File: config.mk
export PLATFORM = sky130hd
export DESIGN_NAME = muldiv_unit_flat
export DESIGN_NICKNAME = d
export VERILOG_FILES = /design/src/rtl/muldiv_pkg.sv /design/src/rtl/muldiv_if.sv /design/src/rtl/muldiv_step.sv /design/src/rtl/muldiv_unit.sv /design/src/flat_wrapper.sv
export SDC_FILE = /design/constraint.sdc
export NUM_CORES = 1
export LEC_CHECK = 0
export BUFFER_PORTS_ARGS = -buffer_cell sky130_fd_sc_hd__buf_2
export CAP_MARGIN = 0
export CELL_PAD_IN_SITES_DETAIL_PLACEMENT = 0
export CELL_PAD_IN_SITES_GLOBAL_PLACEMENT = 2
export CORE_MARGIN = 2
export CORE_UTILIZATION = 38
export CTS_CLUSTER_SIZE = 40
export DETAILED_ROUTE_END_ITERATION = 6
export PLACE_DENSITY_LB_ADDON = 0.25
export SETUP_SLACK_MARGIN = 0.15
export SYNTH_ARGS = -nofsm -noshare
export SYNTH_HDL_FRONTEND = slang
export SYNTH_SLANG_ARGS = --single-unit
File: constraint.sdc
create_clock -name clk -period 8.5 [get_ports clk]
set_clock_uncertainty 0.05 [all_clocks]
set_input_delay 0.85 -clock clk [delete_from_list [all_inputs] [get_ports clk]]
set_output_delay 0.85 -clock clk [all_outputs]
set_load 0.005 [all_outputs]
File: src/rtl/muldiv_pkg.sv
// Shared encodings for the iterative multiply/divide unit.
// Latency: n/a (types and constants only).
// Backpressure: n/a.
package muldiv_pkg;

    localparam logic [1:0] OP_DIVU  = 2'b00;
    localparam logic [1:0] OP_DIV   = 2'b01;
    localparam logic [1:0] OP_MULTU = 2'b10;
    localparam logic [1:0] OP_MULT  = 2'b11;

    typedef enum logic [1:0] {
        IDLE = 2'b00,
        CALC = 2'b01,
        DONE = 2'b10
    } state_t;

endpackage

File: src/rtl/muldiv_if.sv
// EX-stage request/result bundle for muldiv_unit (master = EX, slave = unit).
// Latency: n/a (wires only).
// Backpressure: EX holds start_i high for the whole operation; dropping it aborts.
interface muldiv_if #(
    parameter int WIDTH = 32
);
    logic                 start_i;
    logic [1:0]           op_i;
    logic [WIDTH-1:0]     opdata1_i;
    logic [WIDTH-1:0]     opdata2_i;
    logic                 annul_i;
    logic                 busy_o;
    logic                 ready_o;
    logic                 dz_o;
    logic [2*WIDTH-1:0]   result_o;

    modport master (
        output start_i, op_i, opdata1_i, opdata2_i, annul_i,
        input  busy_o, ready_o, dz_o, result_o
    );

    modport slave (
        input  start_i, op_i, opdata1_i, opdata2_i, annul_i,
        output busy_o, ready_o, dz_o, result_o
    );
endinterface

File: src/rtl/muldiv_step.sv
// One radix-2 iteration: restoring shift-subtract divide or shift-add multiply (MULDIV_MUL_EN).
// Latency: combinational.
// Backpressure: none; the caller decides when to register the result.
module muldiv_step #(
    parameter int WIDTH = 32
) (
    input  logic [WIDTH-1:0] hi_i,
    input  logic [WIDTH-1:0] lo_i,
    input  logic [WIDTH-1:0] opnd_i,
    input  logic             is_mul_i,
    output logic [WIDTH-1:0] hi_o,
    output logic [WIDTH-1:0] lo_o
);
    logic [WIDTH:0] shl;
    logic [WIDTH:0] diff;
`ifdef MULDIV_MUL_EN
    logic [WIDTH:0] sum;
`else
    logic           unused_is_mul;
    assign unused_is_mul = is_mul_i;
`endif

    // Next partial {hi, lo}; hi stays below the divisor so the trial fits WIDTH+1 bits.
    always_comb begin
        shl  = {hi_i, lo_i[WIDTH-1]};
        diff = shl - {1'b0, opnd_i};
        hi_o = shl[WIDTH-1:0];
        lo_o = {lo_i[WIDTH-2:0], 1'b0};
        if (!diff[WIDTH]) begin
            hi_o    = diff[WIDTH-1:0];
            lo_o[0] = 1'b1;
        end
`ifdef MULDIV_MUL_EN
        sum = lo_i[0] ? ({1'b0, hi_i} + {1'b0, opnd_i}) : {1'b0, hi_i};
        if (is_mul_i) begin
            hi_o = sum[WIDTH:1];
            lo_o = {sum[0], lo_i[WIDTH-1:1]};
        end
`endif
    end
endmodule

File: src/rtl/muldiv_unit.sv
// Iterative signed/unsigned divide, plus multiply when MULDIV_MUL_EN is defined.
// Latency: WIDTH+1 edges from the start edge to ready_o; divide-by-zero (or multiply when disabled) 1 edge.
// Backpressure: start_i must stay high; dropping it or raising annul_i aborts or releases the result.
module muldiv_unit
    import muldiv_pkg::*;
#(
    parameter int WIDTH = 32
) (
    input  logic    clk,
    input  logic    rst,
    muldiv_if.slave bus
);
    localparam int CNT_W = $clog2(WIDTH + 1);

    state_t               state_q, state_d;
    logic [CNT_W-1:0]     cnt_q, cnt_d;
    logic [WIDTH-1:0]     hi_q, hi_d, lo_q, lo_d, opnd_q, opnd_d;
    logic                 is_mul_q, is_mul_d, qneg_q, qneg_d, rneg_q, rneg_d;
    logic                 busy_q, busy_d, ready_q, ready_d, dz_q, dz_d;
    logic [2*WIDTH-1:0]   result_q, result_d, fin;
    logic [WIDTH-1:0]     step_hi, step_lo, mag1, mag2;
    logic                 sgn1, sgn2;

    // Signed operands become unsigned magnitudes; MIN maps to 2^(WIDTH-1).
    assign sgn1 = bus.op_i[0] & bus.opdata1_i[WIDTH-1];
    assign sgn2 = bus.op_i[0] & bus.opdata2_i[WIDTH-1];
    assign mag1 = sgn1 ? -bus.opdata1_i : bus.opdata1_i;
    assign mag2 = sgn2 ? -bus.opdata2_i : bus.opdata2_i;

    muldiv_step #(.WIDTH(WIDTH)) u_step (
        .hi_i     (hi_q),
        .lo_i     (lo_q),
        .opnd_i   (opnd_q),
        .is_mul_i (is_mul_q),
        .hi_o     (step_hi),
        .lo_o     (step_lo)
    );

    // Sign-correct the final iteration's output.
    always_comb begin
        fin = {rneg_q ? -step_hi : step_hi, qneg_q ? -step_lo : step_lo};
`ifdef MULDIV_MUL_EN
        if (is_mul_q) begin
            fin = qneg_q ? -{step_hi, step_lo} : {step_hi, step_lo};
        end
`endif
    end

    // Next-state and registered-output logic.
    always_comb begin
        state_d  = state_q;
        cnt_d    = cnt_q;
        hi_d     = hi_q;
        lo_d     = lo_q;
        opnd_d   = opnd_q;
        is_mul_d = is_mul_q;
        qneg_d   = qneg_q;
        rneg_d   = rneg_q;
        busy_d   = busy_q;
        ready_d  = ready_q;
        dz_d     = dz_q;
        result_d = result_q;
        case (state_q)
            IDLE: begin
                if (bus.start_i && !bus.annul_i) begin
                    is_mul_d = bus.op_i[1];
                    qneg_d   = sgn1 ^ sgn2;
                    rneg_d   = sgn1;
                    cnt_d    = '0;
                    hi_d     = '0;
                    if (bus.op_i[1]) begin
`ifdef MULDIV_MUL_EN
                        lo_d    = mag2;
                        opnd_d  = mag1;
                        busy_d  = 1'b1;
                        state_d = CALC;
`else
                        result_d = '0;
                        dz_d     = 1'b0;
                        ready_d  = 1'b1;
                        state_d  = DONE;
`endif
                    end else if (bus.opdata2_i == '0) begin
                        result_d = '0;
                        dz_d     = 1'b1;
                        ready_d  = 1'b1;
                        state_d  = DONE;
                    end else begin
                        lo_d    = mag1;
                        opnd_d  = mag2;
                        busy_d  = 1'b1;
                        state_d = CALC;
                    end
                end
            end
            CALC: begin
                if (bus.annul_i || !bus.start_i) begin
                    busy_d  = 1'b0;
                    state_d = IDLE;
                end else begin
                    hi_d  = step_hi;
                    lo_d  = step_lo;
                    cnt_d = cnt_q + 1'b1;
                    if (cnt_q == CNT_W'(WIDTH - 1)) begin
                        result_d = fin;
                        dz_d     = 1'b0;
                        busy_d   = 1'b0;
                        ready_d  = 1'b1;
                        state_d  = DONE;
                    end
                end
            end
            DONE: begin
                if (!bus.start_i || bus.annul_i) begin
                    ready_d = 1'b0;
                    dz_d    = 1'b0;
                    state_d = IDLE;
                end
            end
            default: state_d = IDLE;
        endcase
    end

    // State and output registers, cleared asynchronously.
    always_ff @(posedge clk or negedge rst) begin
        if (!rst) begin
            state_q  <= IDLE;
            cnt_q    <= '0;
            hi_q     <= '0;
            lo_q     <= '0;
            opnd_q   <= '0;
            is_mul_q <= 1'b0;
            qneg_q   <= 1'b0;
            rneg_q   <= 1'b0;
            busy_q   <= 1'b0;
            ready_q  <= 1'b0;
            dz_q     <= 1'b0;
            result_q <= '0;
        end else begin
            state_q  <= state_d;
            cnt_q    <= cnt_d;
            hi_q     <= hi_d;
            lo_q     <= lo_d;
            opnd_q   <= opnd_d;
            is_mul_q <= is_mul_d;
            qneg_q   <= qneg_d;
            rneg_q   <= rneg_d;
            busy_q   <= busy_d;
            ready_q  <= ready_d;
            dz_q     <= dz_d;
            result_q <= result_d;
        end
    end

    assign bus.busy_o   = busy_q;
    assign bus.ready_o  = ready_q;
    assign bus.dz_o     = dz_q;
    assign bus.result_o = result_q;
endmodule

File: src/flat_wrapper.sv
// flat-port wrapper written by rule: the top's interface ports become plain ports
module muldiv_unit_flat import muldiv_pkg::*;
#(
    parameter int WIDTH = 32
)
  (clk, rst, bus_start_i, bus_op_i, bus_opdata1_i, bus_opdata2_i, bus_annul_i, bus_busy_o, bus_ready_o, bus_dz_o, bus_result_o);
  muldiv_if #(.WIDTH(WIDTH)) bus_i ();
  input  logic clk;
  input  logic rst;
  input wire logic [$bits(bus_i.start_i)-1:0] bus_start_i;
  input wire logic [$bits(bus_i.op_i)-1:0] bus_op_i;
  input wire logic [$bits(bus_i.opdata1_i)-1:0] bus_opdata1_i;
  input wire logic [$bits(bus_i.opdata2_i)-1:0] bus_opdata2_i;
  input wire logic [$bits(bus_i.annul_i)-1:0] bus_annul_i;
  output wire logic [$bits(bus_i.busy_o)-1:0] bus_busy_o;
  output wire logic [$bits(bus_i.ready_o)-1:0] bus_ready_o;
  output wire logic [$bits(bus_i.dz_o)-1:0] bus_dz_o;
  output wire logic [$bits(bus_i.result_o)-1:0] bus_result_o;
  assign bus_i.start_i = bus_start_i;
  assign bus_i.op_i = bus_op_i;
  assign bus_i.opdata1_i = bus_opdata1_i;
  assign bus_i.opdata2_i = bus_opdata2_i;
  assign bus_i.annul_i = bus_annul_i;
  assign bus_busy_o = bus_i.busy_o;
  assign bus_ready_o = bus_i.ready_o;
  assign bus_dz_o = bus_i.dz_o;
  assign bus_result_o = bus_i.result_o;
  muldiv_unit #(.WIDTH(WIDTH)) u_core (.clk(clk), .rst(rst), .bus(bus_i));
endmodule
### Yosys cells after proc, flatten, opt, wreduce, memory -nomap -nowiden

Index checks and enable logic that the tools add are counted.

* flip-flop bits (word level): 173
* bits of input ports: 70
* output and inout bits: 67
* word-level logic and storage cells: 96

* add/subtract/negate cells: 6
* equality and inequality tests: 11
* muxes and demuxes: 47
* bitwise gates (word level): 5
* reduce and logical (&&, ||, !) cells: 16

Operators by type and width (count)
* 32-bit 2-to-1 mux: 11
* 64-bit 2-to-1 mux: 5
* 32-bit negator: 4
* 32-bit case mux with 2 select lines: 2
* 64-bit case mux with 2 select lines: 1
* 33-bit by 32-bit subtractor with 33-bit output: 1
* 32-bit zero test: 1
* 1-bit 2-to-1 mux: 15
* 5-bit AND reduction: 3
* 2-bit 2-to-1 mux: 6
* 6-bit 2-to-1 mux: 2
* 6-bit case mux with 2 select lines: 1
* 6-bit by 1-bit adder with 6-bit output, second input constant: 1
* 6-bit by 5-bit equality test with 1-bit output, second input constant: 1
* 2-bit by 1-bit inequality test with 1-bit output, second input constant: 3
* 2-bit inequality test, second input constant: 3
* 1-bit case mux with 3 select lines: 2
* 2-bit case mux with 3 select lines: 1
* 3-bit AND reduction: 2
* 6-bit AND reduction: 1
* 4-bit AND reduction: 1
* 3-bit by 1-bit inequality test with 1-bit output, second input constant: 1
* 3-bit by 2-bit inequality test with 1-bit output, second input constant: 1
* 3-bit nonzero test: 1
* 12 further kinds: 15

### Depth between registers and ports, before layout

Gate-level depths: netlist of the first run.

* word-level depth: 7
* depth in mapped cells: 27
* gate-level depth less buffers: 22

### Hierarchy

Synthesis of the first run repeated with hierarchy kept, for this count alone.

* cells, all modules: 1389
* area total of the unflattened synthesis: 12061.6 µm²

Modules (own cells, without submodules)
* muldiv_unit: times used 1, cells an instance 1047, area each 9572.9 µm²
* muldiv_step: times used 1, cells an instance 342, area each 2488.6 µm²

### Worst setup path before layout of the first run

No wires, ideal clock.

* path type: reg-to-reg
* from: register u_core.lo_q[31]
* to: register u_core.result_q[58] (netlist: u_core.bus.result_o[58])
* library setup time: 0.131 ns
* arrival time: 4.894 ns
* required time: 8.319 ns
* path slack: 3.425 ns
* cell stages (with the launch flop): 28
* path buffers: 5
* clock period less this slack: 5.075 ns
* cell sequence: dfrtp_1 inv_1 ha_1 inv_1 fa_1 a211oi_2 o211a_1 nor4_1 o2111a_1 or3_1 buf_2 and2_1 buf_2 inv_2 buf_4 buf_2 buf_1 nor2_1 a21oi_1 ha_1 nand3_1 nor2_1 nand2_1 nor4_1 o22ai_1 o31ai_1 xnor2_1 o21ai_1

* longest elaborated chain between the ends: 7

RTL lines
* from (decl): RTL line muldiv_unit.sv:17 `logic [WIDTH-1:0] hi_q, hi_d, lo_q, lo_d, opnd_q, opnd_d;`
* from (signal assigned): RTL line muldiv_unit.sv:143 `lo_q <= lo_d;`
* 33-bit by 32-bit subtractor with 33-bit output: RTL line muldiv_step.sv:26 `diff = shl - {1'b0, opnd_i};`
* 32-bit 2-to-1 mux *: RTL line muldiv_step.sv:29 `if (!diff[WIDTH]) begin`
* 32-bit negator: RTL line muldiv_unit.sv:41 `fin = {rneg_q ? -step_hi : step_hi, qneg_q ? -step_lo : step_lo};`
* 32-bit 2-to-1 mux *: RTL line muldiv_unit.sv:41
* 64-bit 2-to-1 mux *: RTL line muldiv_unit.sv:104 `if (cnt_q == CNT_W'(WIDTH - 1)) begin`
* 64-bit 2-to-1 mux *: RTL line muldiv_unit.sv:97 `if (bus.annul_i || !bus.start_i) begin`
* 64-bit case mux with 2 select lines *: RTL line muldiv_unit.sv:63 `case (state_q)`
* to (signal assigned): RTL line muldiv_unit.sv:151 `result_q <= result_d;`
* to (decl): RTL line muldiv_unit.sv:20 `logic [2*WIDTH-1:0] result_q, result_d, fin;`

Mark *: on every way between the ends. The rest lies on a longest branch, timed or not. The select of a mux whose other input is x is not followed.
A chain may end at the register's enable or synchronous reset.

### Worst setup path in the final report of the first run

* from: register u_core.lo_q[31]
* to: register u_core.result_q[60] (netlist: u_core.bus.result_o[60])

Same word-level chain as after synthesis.

==> flow_metrics.py, run 1 <==
metrics = {
    "outcome": {
        "status": "completed",
    },
    "place": {
        "place.gp.congestion": 0.8800,
        "hpwl_mm": 28.45,
        "place_ws_ns": 2.900,
        "place_inst": 1997,
        "io_buffers": 136,
    },
    "critical_path": {
        "crit_fanout": 38,
        "path_cells": "inv_1 -> ha_1 -> inv_1 -> fa_1 -> a211oi_2 -> o211a_1 -> nor4_1 -> o2111a_1 -> or3_1 -> and2_2 -> inv_2 -> nor2_1 -> a21oi_1 -> ha_1 -> nand3_1 -> nor2_1 -> nand2_1 -> nor4_1 -> o22ai_1 -> o31ai_1 -> xnor2_1 -> o21ai_1",
        "cp-start-kind": "flop",
        "critPathArrivalTime_ns": 5.86,
        "worst_ep_required_time_ns": 8.75,
        "crit_path_max_incr_delay_ns": 0.51,
        "worst-path-buf-inv": 3,
        "end_kind": "flop",
        "criticalPathCategory": "flop to flop",
        "slowest_stage": "inv_2",
        "path_delay_family": "compound AO/OA/AOI/OAI gates",
    },
    "routing": {
        "dr.pass1.iters": 5,
        "drt-initial-drc-count": 863,
        "via_per_inst": 5.484,
        "post_drt_wl_per_cell_um": 18.44,
        "postRouteWirelength_mm": 37.41,
        "drcViolationCount": 0,
        "detail-route-antenna-nets": 0,
        "routed-via-count": 11127,
    },
    "synth": {
        "synth_area_leaders": "dfrtp_1 (36%), o21ai_0 (8.4%), nand2_1 (7.9%)",
        "async_flop_share_pct": 100.0,
        "syn_nets": 1634,
        "synth_seq_cells": 173,
        "yosysTopAreaCellShare_pct": 35.66,
        "synth-edff-count": 0,
        "yosys-top-cells-count": "nand2_1 (256), o21ai_0 (204), dfrtp_1 (173)",
        "ys.flop_type": "dfrtp_1",
        "ys_types": 76,
        "syn_inst": 1522,
        "synth_most_common_cell": "nand2_1",
        "ys_seq_area_share_pct": 35.66,
        "synth_area_leader_cell": "dfrtp_1",
        "ys_warn_count": 0,
        "syn-cell-area_um2": 12140,
        "avgSynthCellArea_um2": 7.977,
    },
    "clock_tree": {
        "postCtsSetupRepairBufs": 0,
        "h-tree-depth": 4,
        "clk_pin_slew_ns": 0.08,
        "clk_latency_ns": 0.44,
        "cts_sinks": 173,
        "cts_hold_buffers": 0,
        "root_buffer": "clkbuf_16",
        "ctsResizeCount": 0,
        "cts_buffer_depth": 2,
        "cts_made_buffers": 17,
        "tritoncts": "done",
    },
    "floorplan": {
        "fp.coreArea_um2": 31470,
        "io_pins": 137,
        "die_w_um": 182.8,
        "die_y_um": 182.8,
        "start_util_pct": 38.58,
        "rows": 65,
        "dieArea_um2": 33400,
    },
    "timing": {
        "rsz0062_at_grt": "no",
        "final-hold-violation-count": 0,
        "finalCritPeriodShare_pct": 66.00,
        "setup_violations": 0,
        "fmax_mhz": 178.2,
        "relSlewSlack_pct": 19.72,
        "slew_violations": 0,
        "finalSetupTns_ns": 0,
        "finalCriticalPeriod_ns": 5.610,
        "tightest_slew_ns": 1.201,
        "setup_ws_ns": 2.890,
    },
    "power_and_ir_drop": {
        "p_leak_nw": 6.153,
        "p_total_mw": 3.892,
        "vdd_drop_max_mv": 0.1811,
        "power-per-cell-area_nw_per_um2": 284.3,
    },
    "layout": {
        "final_layout_size_suffix_gt1_share_pct": 12.91,
        "final_cell_count_no_fill": 2029,
        "area_growth_syn_to_layout_pct": 12.76,
        "multi_input_area_um2": 7293,
        "antenna_cells": 0,
        "layout.nets": 1726,
        "fillerInstances": 3251,
        "final-seq-area_um2": 4329,
    },
    "grt": {
        "antenna_found_initial": 0,
        "gr-total-overflow": 0,
        "grt_max_degree": 84,
        "grtUsageTotal_pct": 22.83,
        "grt_pass1_wl_mm": 59.96,
        "grt_pass1_vias": 10645,
    },
    "hold_path": {
        "hold_path.class": "input pin to asynchronous set/reset pin",
    },
    "job": {
        "cap_violations": 0,
    },
}
[logic make-up after synthesis]
logic type / after synthesis / share of synthesized area (%)
AND/OR/NAND/NOR: 527 / 19.46
AO/OA/AOI/OAI: 476 / 23.63
flip-flops: 173 / 35.66
buffers and inverters: 138 / 4.514
XOR/XNOR: 134 / 9.666
adder cells (fa/ha/maj): 42 / 4.390
multiplexers: 32 / 2.690
[final timing paths]
kind / from / end / slack (ns) / cells after the start
max: u_core.lo_q[31] / u_core.bus.result_o[60] / 2.89 / 22
min: rst / u_core.opnd_q[8] / 0.42 / 1
max reg2reg: u_core.lo_q[31] / u_core.bus.result_o[60] / 2.89 / 22
min reg2reg: u_core.bus.result_o[47] / u_core.bus.result_o[47] / 0.43 / 2
max in group asynchronous: rst / u_core.opnd_q[5] / 6.14 / 3
min in group clk: u_core.bus.result_o[47] / u_core.bus.result_o[47] / 0.43 / 2
[where the power goes]
| part | internal [mW] | switching (mW) | leakage [nW] |
|---|---|---|---|
| clock | 0.386 | 0.379 | 0.273 |
| sequential | 1.09 | 0.225 | 2.29 |
| combinational | 0.676 | 1.13 | 3.59 |
| total | 2.15 | 1.74 | 6.15 |
[stage by stage]
stage	util, %	area [um2]	hold WS, ns
floorplan	-	12140	0.4115
global placement	41.73	13140	0.4098
detailed placement	41.73	13140	0.4180
CTS	43.50	13690	0.4298
global route	43.50	13690	0.4565
finish	43.50	13690	0.4163
[cell type report]
cell class / count / area share, %
Inverter: 64 / 1.755
Multi-Input combinational cell: 1211 / 53.27
Tap cell: 402 / 3.674
Sequential cell: 173 / 31.62
Clock inverter: 14 / 0.9230
Clock buffer: 18 / 3.135
Timing Repair Buffer: 147 / 5.621
[cell usage in the layout, fill, tap and decap left out, types with 7 or more instances in the layout]
master	netlist	routed
a21oi_1	108	108
and2_1	8	7
nand2b_1	10	10
o21ai_1	24	24
o31ai_1	26	26
xnor2_1	70	70
nor3_1	38	38
a31oi_1	8	8
nand3_1	13	13
or3_1	25	25
inv_1	63	63
ha_1	41	40
nand2_1	256	255
buf_4	1	11
o21ai_0	204	203
buf_2	15	135
xor2_1	64	64
a21o_1	15	15
nor2_1	115	114
o211ai_1	7	7
dfrtp_1	173	173
or4_1	9	9
clkbuf_16	0	17
nor4_1	14	14
mux2i_1	27	27
o41ai_1	9	9
nand4_1	7	7
[registers in the layout (all words and copies together), names as in the netlist, 2 cells and up]
signal / cells
u_core.lo_q: 32
u_core.hi_q: 32
u_core.state_q: 2
u_core.cnt_q: 6
u_core.bus.result_o: 64
u_core.opnd_q: 32
[metal layers]
metal,global-route usage [%],vias to the layer above,part of all wire [%]
met5,0,-,0
met4,6.581,0,2.2
met3,2.780,41,3.6
met2,36.00,229,45
met1,32.93,5311,49
li1,-,5546,-
Note: power is estimated with default switching activity, not from simulation.
==> run 2: changes to the inputs <==
--- a/config.mk
+++ b/config.mk
@@ -10,7 +10,7 @@
 export CELL_PAD_IN_SITES_DETAIL_PLACEMENT = 0
 export CELL_PAD_IN_SITES_GLOBAL_PLACEMENT = 2
 export CORE_MARGIN = 2
-export CORE_UTILIZATION = 38
+export CORE_UTILIZATION = 32
 export CTS_CLUSTER_SIZE = 40
 export DETAILED_ROUTE_END_ITERATION = 6
 export PLACE_DENSITY_LB_ADDON = 0.25
==> constraint.sdc (replaced) <==
create_clock -name clk -period 4.91 [get_ports clk]
set_clock_uncertainty 0.05 [all_clocks]
set_input_delay 0.491 -clock clk [delete_from_list [all_inputs] [get_ports clk]]
set_output_delay 0.491 -clock clk [all_outputs]
set_load 0.005 [all_outputs]
==> run 2 against run 1 <==
  * Routed wire length up 5.7%
  * Clock-buffer cell count increased by 4
  * Register-to-register slack worse by 2.6 ns
  * Clock power up 82%
  * Setup slack lost 2.6 ns
  * Highest routed layer unchanged
  * Sequential cell count stayed put
  * Combinational power is 80% higher
  * Largest cell class unchanged
  * Total power up 79%
  * Critical path depth is 1 lower
  * Die area is 18% higher
==> flow_metrics.py, run 2 (synthesis gave the netlist of run 1 again) <==
metrics = {
    "grt": {
        "grtUsageTotal_pct": 20.51,
        "grt_pass1_wl_mm": 62.42,
        "gr-total-overflow": 0,
        "grt_pass1_vias": 10717,
        "antenna_found_initial": 0,
        "grt_max_degree": 112,
    },
    "clock_tree": {
        "tritoncts": "done",
        "clk_pin_slew_ns": 0.07,
        "h-tree-depth": 4,
        "cts_buffer_depth": 2,
        "root_buffer": "clkbuf_16",
        "clk_latency_ns": 0.44,
        "cts_sinks": 173,
        "cts_made_buffers": 17,
    },
    "layout": {
        "mostFrequentLayoutCells": "nand2_1 (254), o21ai_0 (203), dfrtp_1 (173), buf_2 (135), nor2_1 (113)",
        "largest_reg_flops": 64,
        "layout_commonest_cell": "nand2_1",
        "postLayoutCoreUtil_pct": 37.69,
        "final-seq-area_um2": 4329,
        "final_layout_size_suffix_gt1_share_pct": 14.52,
        "multi_input_area_um2": 7372,
        "fillerInstances": 4035,
        "area_growth_syn_to_layout_pct": 16.37,
        "layout.nets": 1746,
        "antenna_cells": 0,
    },
    "routing": {
        "routed-via-count": 11185,
        "post_drt_wl_per_cell_um": 18.34,
        "drt-initial-drc-count": 777,
        "m1WireLength_mm": 19.58,
        "drcViolationCount": 0,
        "top_layer": "met4",
        "wl_met2_mm": 17.56,
        "detail-route-antenna-nets": 0,
        "route.met3.wl_mm": 1.525,
        "dr.pass1.iters": 5,
        "postRouteWirelength_mm": 39.55,
        "via_per_inst": 5.185,
    },
    "hold_path": {
        "hold_path.class": "input pin to asynchronous set/reset pin",
    },
    "timing": {
        "relSlewSlack_pct": 26.07,
        "final-hold-violation-count": 0,
        "fmax_mhz": 218.2,
        "setup_violations": 0,
        "tightest_slew_ns": 1.106,
        "finalCritPeriodShare_pct": 93.36,
        "slew_violations": 0,
        "finalSetupTns_ns": 0,
        "finalCriticalPeriod_ns": 4.584,
        "rsz0062_at_grt": "no",
    },
    "critical_path": {
        "path_cells": "inv_1 -> ha_1 -> inv_1 -> fa_1 -> a211oi_2 -> o211a_1 -> nor4_2 -> o2111a_1 -> or3_1 -> and2_2 -> inv_4 -> mux2i_2 -> ha_2 -> nand3_1 -> nor2_2 -> nand2_2 -> nor4_4 -> o22ai_4 -> o31ai_2 -> xnor2_1 -> o21ai_1",
        "startpoint": "u_core.lo_q[31]",
        "end_kind": "flop",
        "critPathArrivalTime_ns": 4.87,
        "crit_path_max_incr_delay_ns": 0.41,
        "r2r-end": "u_core.bus.result_o[58]",
        "criticalPathCategory": "flop to flop",
        "cp-start-kind": "flop",
        "r2r_setup_slack_ns": 0.33,
        "rr_startpoint": "u_core.lo_q[31]",
        "crit_top_cell": "inv_1",
        "crit_fanout": 6,
        "worst-path-buf-inv": 3,
        "slowest_stage": "dfrtp_1",
        "path_delay_family": "simple AND/OR/NAND/NOR gates",
        "cp.depth": 21,
        "worstSetupEndpoint": "u_core.bus.result_o[58]",
        "reg2reg_depth": 21,
        "worst_ep_required_time_ns": 5.19,
    },
    "place": {
        "hpwl_mm": 30.39,
        "place.gp.congestion": 0.8812,
        "io_buffers": 136,
    },
    "floorplan": {
        "rows": 71,
        "io_pins": 137,
        "fp.coreArea_um2": 37490,
        "dieArea_um2": 39520,
        "die_y_um": 198.8,
        "start_util_pct": 32.39,
        "die_w_um": 198.8,
    },
    "power_and_ir_drop": {
        "power-per-cell-area_nw_per_um2": 492.6,
        "vdd_drop_max_mv": 0.2327,
        "p_leak_nw": 6.270,
    },
    "outcome": {
        "status": "completed",
    },
    "job": {
        "cap_violations": 0,
    },
}
## run 2: cell types whose count changed in the layout (fill, tap and decap cells not counted), sizes merged
| cell | change |
|---|---|
| inv | -7 |
| buf | +20 |
| clkinvlp | +3 |
| clkbuf | +4 |
| clkinv | -3 |
| bufinv | +2 |
## run 2: timing repair
| item | 4_1_cts | 5_1_grt |
|---|---|---|
| hold endpoints to repair | 0 | 0 |
| hold buffers | 0 | 0 |
| gates resized for setup | 0 | 13 |
| endpoints found under the setup margin | 0 | 13 |
| setup buffers | 0 | 3 |
## run 2: report_power, final
group	internal, mW	total (mW)	switching (mW)
sequential	1.89	2.32	0.436
clock	0.776	1.39	0.610
combinational	1.24	3.25	2.01
total	3.91	6.96	3.05
## run 2: worst min-delay path by stage
| stage | from | to | slack, ns | cells after the start |
|---|---|---|---|---|
| 5_1_grt | rst | u_core.opnd_q[10] | 0.04 | 1 |
| 3_5_place_dp | u_core.bus.result_o[47] | u_core.bus.result_o[47] | 0.42 | 2 |
| 2_1_floorplan | rst | u_core.bus.busy_o | 0.15 | 0 |
| 3_3_place_gp | u_core.bus.result_o[41] | u_core.bus.result_o[41] | 0.41 | 2 |
| 6_report | rst | u_core.opnd_q[10] | 0.002 | 1 |
| 4_1_cts | rst | u_core.opnd_q[10] | 0.007 | 1 |
## run 2: layer usage
layer  up-vias  GRT usage [%]
met5         -              0
met2       223          31.43
met3        43          2.865
li1       5569              -
met4         0          6.191
met1      5350          29.81
## run 2: per-stage QoR
stage               power (mW)  std cells  hold slack [ns]  setup slack, ns  instance area (um2)
floorplan                4.379       1522           0.1454           0.1228                12160
global placement         5.566       2123           0.4081           0.3810                13460
detailed placement       5.575       2123           0.4174           0.1868                13460
CTS                      6.995       2154         0.007205           0.1691                14040
global route             7.551       2157          0.04426          0.08710                14130
finish                   6.960       2157         0.001819           0.3261                14130
## run 2: final cells by class
| cell class | count | area share (%) |
|---|---|---|
| tap | 511 | 4.525 |
| clock inverter | 9 | 0.7970 |
| multi-input combinational | 1211 | 52.17 |
| sequential | 173 | 30.64 |
| timing repair buffer | 167 | 6.863 |
| clock buffer | 22 | 3.285 |
| inverter | 64 | 1.718 |
## run 2: worst reg2reg max path, cell delays in order (launching register included)
cell and delay [ns]:
dfrtp_1 0.41, inv_1 0.08, ha_1 0.15, inv_1 0.05
fa_1 0.41, a211oi_2 0.23, o211a_1 0.22, nor4_2 0.09
o2111a_1 0.26, or3_1 0.32, and2_2 0.24, inv_4 0.11
mux2i_2 0.24, ha_2 0.24, nand3_1 0.11, nor2_2 0.16
nand2_2 0.11, nor4_4 0.35, o22ai_4 0.17, o31ai_2 0.24
xnor2_1 0.15, o21ai_1 0.07
